<file path="src/rtl/round_saturate_pipe.sv">
// Multi-lane rounding and saturation stage with a two-deep valid/ready pipeline.
// Stage 1 holds the rounded value per lane. Stage 2 holds the clamped output and the saturation flags.
module round_saturate_pipe #(
    parameter int WIDTH_IN  = 19,
    parameter int WIDTH_OUT = 16,
    parameter int SHIFT     = 3,
    parameter int IS_SIGNED = 1,
    parameter int CHANNELS  = 4,
    parameter int CNT_WIDTH = 16
) (
    input  logic                          i_clk,
    input  logic                          i_rst,
    input  logic                          i_valid,
    output logic                          o_ready,
    input  logic [CHANNELS*WIDTH_IN-1:0]  i_data,
    input  logic [1:0]                    i_mode,
    output logic                          o_valid,
    input  logic                          i_ready,
    output logic [CHANNELS*WIDTH_OUT-1:0] o_data,
    output logic [CHANNELS-1:0]           o_sat,
    input  logic                          i_clr_count,
    output logic [CNT_WIDTH-1:0]          o_sat_count
);

    // One extra bit keeps the carry out of the round-up increment.
    localparam int RW  = WIDTH_IN - SHIFT + 1;
    localparam bit SGN = (IS_SIGNED != 0);

    if (WIDTH_IN < 1 || SHIFT < 0 || SHIFT >= WIDTH_IN || WIDTH_OUT < 1 ||
        WIDTH_OUT > WIDTH_IN - SHIFT || CHANNELS < 1 || CNT_WIDTH < 1) begin : g_param_err
        $error("round_saturate_pipe: illegal parameter combination");
    end

    logic                          en1;
    logic                          en2;
    logic                          s1_valid_reg;
    logic                          o_valid_reg;
    logic [RW-1:0]                 r_next   [CHANNELS];
    logic [RW-1:0]                 s1_r_reg [CHANNELS];
    logic [CHANNELS*WIDTH_OUT-1:0] sat_data;
    logic [CHANNELS*WIDTH_OUT-1:0] o_data_reg;
    logic [CHANNELS-1:0]           sat_flag;
    logic [CHANNELS-1:0]           o_sat_reg;
    logic [CNT_WIDTH-1:0]          cnt_reg;

    assign en2     = !o_valid_reg || i_ready;
    assign en1     = !s1_valid_reg || en2;
    assign o_ready = en1 && !i_rst;

    for (genvar gi = 0; gi < CHANNELS; gi++) begin : g_lane
        logic [WIDTH_IN-1:0]  lane_in;
        logic                 ext;
        logic [RW-1:0]        r_q;
        logic                 ovf;
        logic [WIDTH_OUT-1:0] clamp;

        assign lane_in = i_data[gi*WIDTH_IN +: WIDTH_IN];
        assign ext     = SGN && lane_in[WIDTH_IN-1];

        if (SHIFT == 0) begin : g_noround
            assign r_next[gi] = {ext, lane_in};
        end else begin : g_round
            localparam logic [SHIFT-1:0] HALF = SHIFT'(1) << (SHIFT - 1);
            logic [SHIFT-1:0] frac;
            logic             up;

            assign frac = lane_in[SHIFT-1:0];

            always_comb begin
                up = 1'b0;
                case (i_mode)
                    2'd1:    up = (frac >= HALF);
                    2'd2:    up = (frac > HALF) || ((frac == HALF) && lane_in[SHIFT]);
                    2'd3:    up = (frac > HALF) || ((frac == HALF) && !ext);
                    default: up = 1'b0;
                endcase
            end

            assign r_next[gi] = {ext, lane_in[WIDTH_IN-1:SHIFT]} + RW'(up);
        end

        assign r_q = s1_r_reg[gi];

        if (SGN) begin : g_ssat
            localparam logic [WIDTH_OUT-1:0] SMIN = WIDTH_OUT'(1) << (WIDTH_OUT - 1);
            logic [RW-WIDTH_OUT:0] top;

            // The value fits only when every bit above the output sign bit copies it.
            assign top   = r_q[RW-1:WIDTH_OUT-1];
            assign ovf   = !((&top) || !(|top));
            assign clamp = r_q[RW-1] ? SMIN : ~SMIN;
        end else begin : g_usat
            assign ovf   = |r_q[RW-1:WIDTH_OUT];
            assign clamp = '1;
        end

        assign sat_data[gi*WIDTH_OUT +: WIDTH_OUT] = ovf ? clamp : r_q[WIDTH_OUT-1:0];
        assign sat_flag[gi]                        = ovf;
    end

    always_ff @(posedge i_clk) begin
        if (i_rst) begin
            s1_valid_reg <= 1'b0;
            for (int k = 0; k < CHANNELS; k++) begin
                s1_r_reg[k] <= '0;
            end
        end else if (en1) begin
            s1_valid_reg <= i_valid;
            if (i_valid) begin
                for (int k = 0; k < CHANNELS; k++) begin
                    s1_r_reg[k] <= r_next[k];
                end
            end
        end
    end

    always_ff @(posedge i_clk) begin
        if (i_rst) begin
            o_valid_reg <= 1'b0;
            o_data_reg  <= '0;
            o_sat_reg   <= '0;
        end else if (en2) begin
            o_valid_reg <= s1_valid_reg;
            if (s1_valid_reg) begin
                o_data_reg <= sat_data;
                o_sat_reg  <= sat_flag;
            end
        end
    end

    // Clear has priority over a same-cycle increment.
    always_ff @(posedge i_clk) begin
        if (i_rst || i_clr_count) begin
            cnt_reg <= '0;
        end else if (o_valid_reg && i_ready && (|o_sat_reg) && !(&cnt_reg)) begin
            cnt_reg <= cnt_reg + CNT_WIDTH'(1);
        end
    end

    assign o_valid     = o_valid_reg;
    assign o_data      = o_data_reg;
    assign o_sat       = o_sat_reg;
    assign o_sat_count = cnt_reg;

endmodule

</file>
<file path="config.mk">
export PLATFORM = sky130hd
export DESIGN_NAME = round_saturate_pipe
export DESIGN_NICKNAME = d
export VERILOG_FILES = /design/src/rtl/round_saturate_pipe.sv
export SDC_FILE = /design/constraint.sdc
export NUM_CORES = 1
export LEC_CHECK = 0
export ABC_AREA = 1
export CORE_MARGIN = 5
export CORE_UTILIZATION = 32
export DETAILED_ROUTE_END_ITERATION = 7
export PLACE_DENSITY_LB_ADDON = 0.05
export SLEW_MARGIN = 30
export SYNTH_ARGS = -nofsm -noshare
export SYNTH_HDL_FRONTEND = slang
export SYNTH_SLANG_ARGS = --single-unit
</file>
<file path="constraint.sdc">
create_clock -name i_clk -period 6.8 [get_ports i_clk]
set_clock_uncertainty 0.2 [all_clocks]
set_input_delay 0.68 -clock i_clk [delete_from_list [all_inputs] [get_ports i_clk]]
set_output_delay 0.68 -clock i_clk [all_outputs]
set_load 0.05 [all_outputs]
</file>
Word-level counts from Yosys, hierarchy flattened
Memory sizes are Yosys's and may differ from the RTL's. Index checks and enable logic that the tools add are counted.

Register bits after elaboration: 86. RAM bits: 68. Output and inout bits: 86. Logic and storage cells: 106. Memories kept: 1.

Add/subtract/negate cells: 5. Magnitude comparators: 8. Equal/unequal tests: 7. Multiplexer cells: 22. Bitwise gates (word level): 4. Reductions and logical operators: 54.

Memory list: s1_r_reg (depth 4, bits a word 17, read ports 4, clocked after memory_dff 0, wr ports 4, line 39) `logic [RW-1:0] s1_r_reg [CHANNELS];`.

Operators with widths (number): 16-bit 2-to-1 mux (8); 16-bit by 2-bit adder with 17-bit output (4); 17-bit 2-to-1 mux (4); 16-bit by 1-bit adder with 16-bit output, second input constant (1); 1-bit zero test (16); 16-bit AND reduction (1); 1-bit logical OR (15); 3-bit == test, second input constant (4); 3-bit greater-or-equal comparator, second input constant (4); 3-bit greater-than comparator, second input constant (4); 1-bit logical AND (12); 1-bit one-hot mux with 3 select lines (4); 2-bit AND reduction (5); 2-bit OR reduction (4); 1-bit 2-to-1 mux (6); 2-bit == test, second input constant (2); 1-bit OR (4); 4-bit OR reduction (1); 2-bit by 1-bit == test with 1-bit output, second input constant (1).

Depth between registers and ports, before layout
Word-level depth: 7. Depth in mapped cells: 15.

Worst setup path before layout
OpenSTA, ideal clock, no wires.

Path kind: in2reg. From: in i_rst. To: mem s1_r_reg[0][0] (netlist bit), enable pin. Setup time: 0.716 ns. Arrival time: 2.195 ns. Setup slack: 3.689 ns. Cell stages on the path: 3. Path buffers: 1. Cells stage by stage: inv_1 clkbuf_1 nand2_1.

RTL lines: start, declared (line 12) `input logic i_rst,`; end, declared (line 39).

Final worst setup path
From: in i_rst. To: out o_ready.

Longest elaborated chain between the ends: 2.

RTL lines: 1-bit zero test (line 48) `assign o_ready = en1 && !i_rst;`; 1-bit logical AND (line 48); end, declared (line 14) `output logic o_ready,`.

Every way passes these cells.

==> flow_metrics.tcl <==
set metrics [dict create \
    fin_crit_sh 0.538 \
    critical_path.max_fanout 70 \
    crit_family "buffers and inverters" \
    ant_nets 0 \
    fp-row-count 56 \
    slowest_stage "clkdlybuf4s50_1" \
    rsz0062_at_grt "no" \
    clock_latency_ps 420 \
    cts_tree "yes" \
    viasPerCell 4.73 \
    seqPwrFrac 0.438 \
    place_inst 1378 \
    r2r_slack_ps 4200 \
    use_met1 0.213 \
    worstMarginPinSlew_ps 879 \
    synth.distinct_cells 38 \
    final_common_cell "nand2_1" \
    overflow 0 \
    drv_cap 0 \
    peakVddDrop_mv 0.168 \
    tns_ps 0 \
    fill_cells 2408 \
    setup_viol 0 \
    swShare 0.290 \
    yosys_warnings 0 \
    dieArea_mm2 0.0268 \
    worstPathRequired_ps 5920 \
    fin_nets 1178 \
    clock.fmax_mhz 273 \
    ioPinCount 169 \
    multi_input_area_mm2 0.00327 \
    syn_nets 1034 \
    diodes 0 \
    postCtsHoldBufs 0 \
    dp_hpwl_mm 15.2 \
    clockBufferDepth 2 \
    grt_max_degree 84 \
    whs_path_depth 2 \
    synth_edf_count 68 \
    vias 6673 \
    layout-drive-gt1-share 0.0550 \
    layout.cells.non_filler 1410 \
    pwr-share-comb 0.176 \
    h-tree-depth 4 \
    postCtsSetupRepairBufs 0 \
    slew_headroom 0.413 \
    cts_resized 0 \
    drc 0 \
    clkPwrFrac 0.386 \
    antenna_found_initial 0 \
    die_w_um 164 \
    grt.busiest_layer "met2" \
    async_flop_share 0 \
    seq_area_mm2 0.00376 \
    layout_common_cells "188 x nand2_1, 168 x clkdlybuf4s50_1, 116 x nor2_1, 90 x o21ai_0, 86 x dfxtp_1" \
    clock-sinks 154 \
    p_leak_nw 3.86 \
    p_sw_mw 0.702 \
    drtPass1Iterations 5 \
    drv_slew 0 \
    ys_ff_latch 154 \
    timing.rr.start "o_valid$_SDFFE_PP0P_" \
    coreArea_mm2 0.0233 \
    start_kind "input pin" \
    netlist_instances 934 \
    hold_end "o_data[15]$_SDFFE_PP0P_" \
    ys_seq_area_frac 0.498 \
    slowest_delay_ps 790 \
    portBuffers 168 \
    start_util 0.324 \
    use_met2 0.261 \
    timing.rr.end "s1_r_reg[0][6]$_SDFFCE_PN0P_" \
    syn_area_mm2 0.00756 \
    critPathKind "input pin to output pin" \
    hp-start "o_data[15]$_SDFFE_PP0P_" \
    drtIter0Drc 422 \
    avgSynthCellArea_um2 8.09 \
    grt_first_pass_wirelength_mm 34.0 \
    grt_usage 0.160 \
    met3_usage 0.0333 \
    worstPathArrival_ps 2780 \
    synth_ff_type "dfxtp_1" \
    cellInternalPower_mw 1.72 \
    crit_path_cell_trace "clkdlybuf4s50_1, inv_4, nand2_1, inv_1, clkdlybuf4s50_1" \
    numCtsBuffers 17 \
    crit_buf_inv 4 \
    finalHoldViolations 0 \
    die_h_um 164 \
    hp-class "register to register" \
    cpMostUsedCell "clkdlybuf4s50_1" \
    wl_per_cell_um 15.1 \
    min_period_ps 3660 \
    wl_mm 21.2 \
    place_congestion 0.860 \
    cp-end-kind "output pin" \
    cts_root_buf "clkbuf_16" \
    reg2regPathDepth 5 \
    largest_reg_flops 68 \
    path_clk_slew_ps 60 \
    grt_pass1_vias 6430 \
    status "completed" \
    p_per_area_mw_per_mm2 242 \
    area_growth_pct 32.6 \
]
## cells by family after synthesis
group / after synthesis / synth area share
AND/OR/NAND/NOR: 427 / 0.248
AO/OA/AOI/OAI: 202 / 0.146
flip-flops: 154 / 0.498
buffers and inverters: 126 / 0.0707
adder cells (fa/ha/maj): 17 / 0.0281
XOR/XNOR: 8 / 0.00927
## how the worst max path moves through the flow
stage | endpoint | depth (start not counted) | from | slack [ps]
after floorplan | s1_r_reg[0][0]$_SDFFCE_PN0P_ | 3 | i_rst | 3690
after global placement | o_ready | 5 | i_rst | 2840
after detailed placement | o_ready | 5 | i_rst | 3120
after CTS | o_ready | 5 | i_rst | 3110
after global routing | o_ready | 5 | i_rst | 3000
final | o_ready | 5 | i_rst | 3140
## per-layer routing
layer  vias to the layer above  wire length [um]
met3                        21              1240
met5                         -                 0
met2                       160              9720
met1                      3021              9960
li1                       3471                 -
met4                         0               309
## Yosys cell counts, types with 4 or more instances
cell type	count	area share
clkbuf_1	19	0.0094
o21ai_0	90	0.060
nand4_1	12	0.0099
a21oi_1	44	0.029
ha_1	17	0.028
nand3_2	6	0.0079
buf_2	19	0.013
edfxtp_1	68	0.27
a31oi_1	63	0.052
nor3b_1	6	0.0060
or2_2	4	0.0033
inv_1	78	0.039
dfxtp_1	86	0.23
nand2_1	189	0.094
nor2_1	116	0.058
nand2_2	5	0.0041
xor2_1	6	0.0070
nor3_1	30	0.020
nor2_2	5	0.0041
nand3_1	39	0.026
## tightest hold or removal path, cell delays in order (launching register included)
cell and delay [ps]:
dfxtp_1 320, o21ai_0 80, nor2_1 80
## power groups by stage
stage / Combinational [mW] / Sequential [mW] / Clock (mW)
final: 0.425 / 1.06 / 0.936
after floorplan: 0.153 / 1.18 / 0
after global placement: 0.429 / 1.08 / 0
after detailed placement: 0.430 / 1.08 / 0
after global routing: 0.465 / 1.07 / 0.995
after CTS: 0.431 / 1.06 / 0.965
## cell type report
cell class,count,area share
clock buffer,18,0.0428
clock inverter,14,0.0147
inverter,81,0.0308
multi-input combinational,654,0.327
sequential,154,0.376
tap,319,0.0398
timing repair buffer,170,0.169
## per-stage QoR
stage / instance area, um2 / hold WS, ps / total power [mW] / utilization / setup slack [ps]
floorplan: 7560 / 310 / 1.34 / - / 3690
global placement: 9430 / 296 / 1.51 / 0.404 / 2840
detailed placement: 9430 / 298 / 1.51 / 0.404 / 3120
CTS: 10000 / 319 / 2.46 / 0.429 / 3110
global route: 10000 / 352 / 2.53 / 0.429 / 3000
finish: 10000 / 319 / 2.42 / 0.429 / 3140
Power figures use the tool's default switching activity.
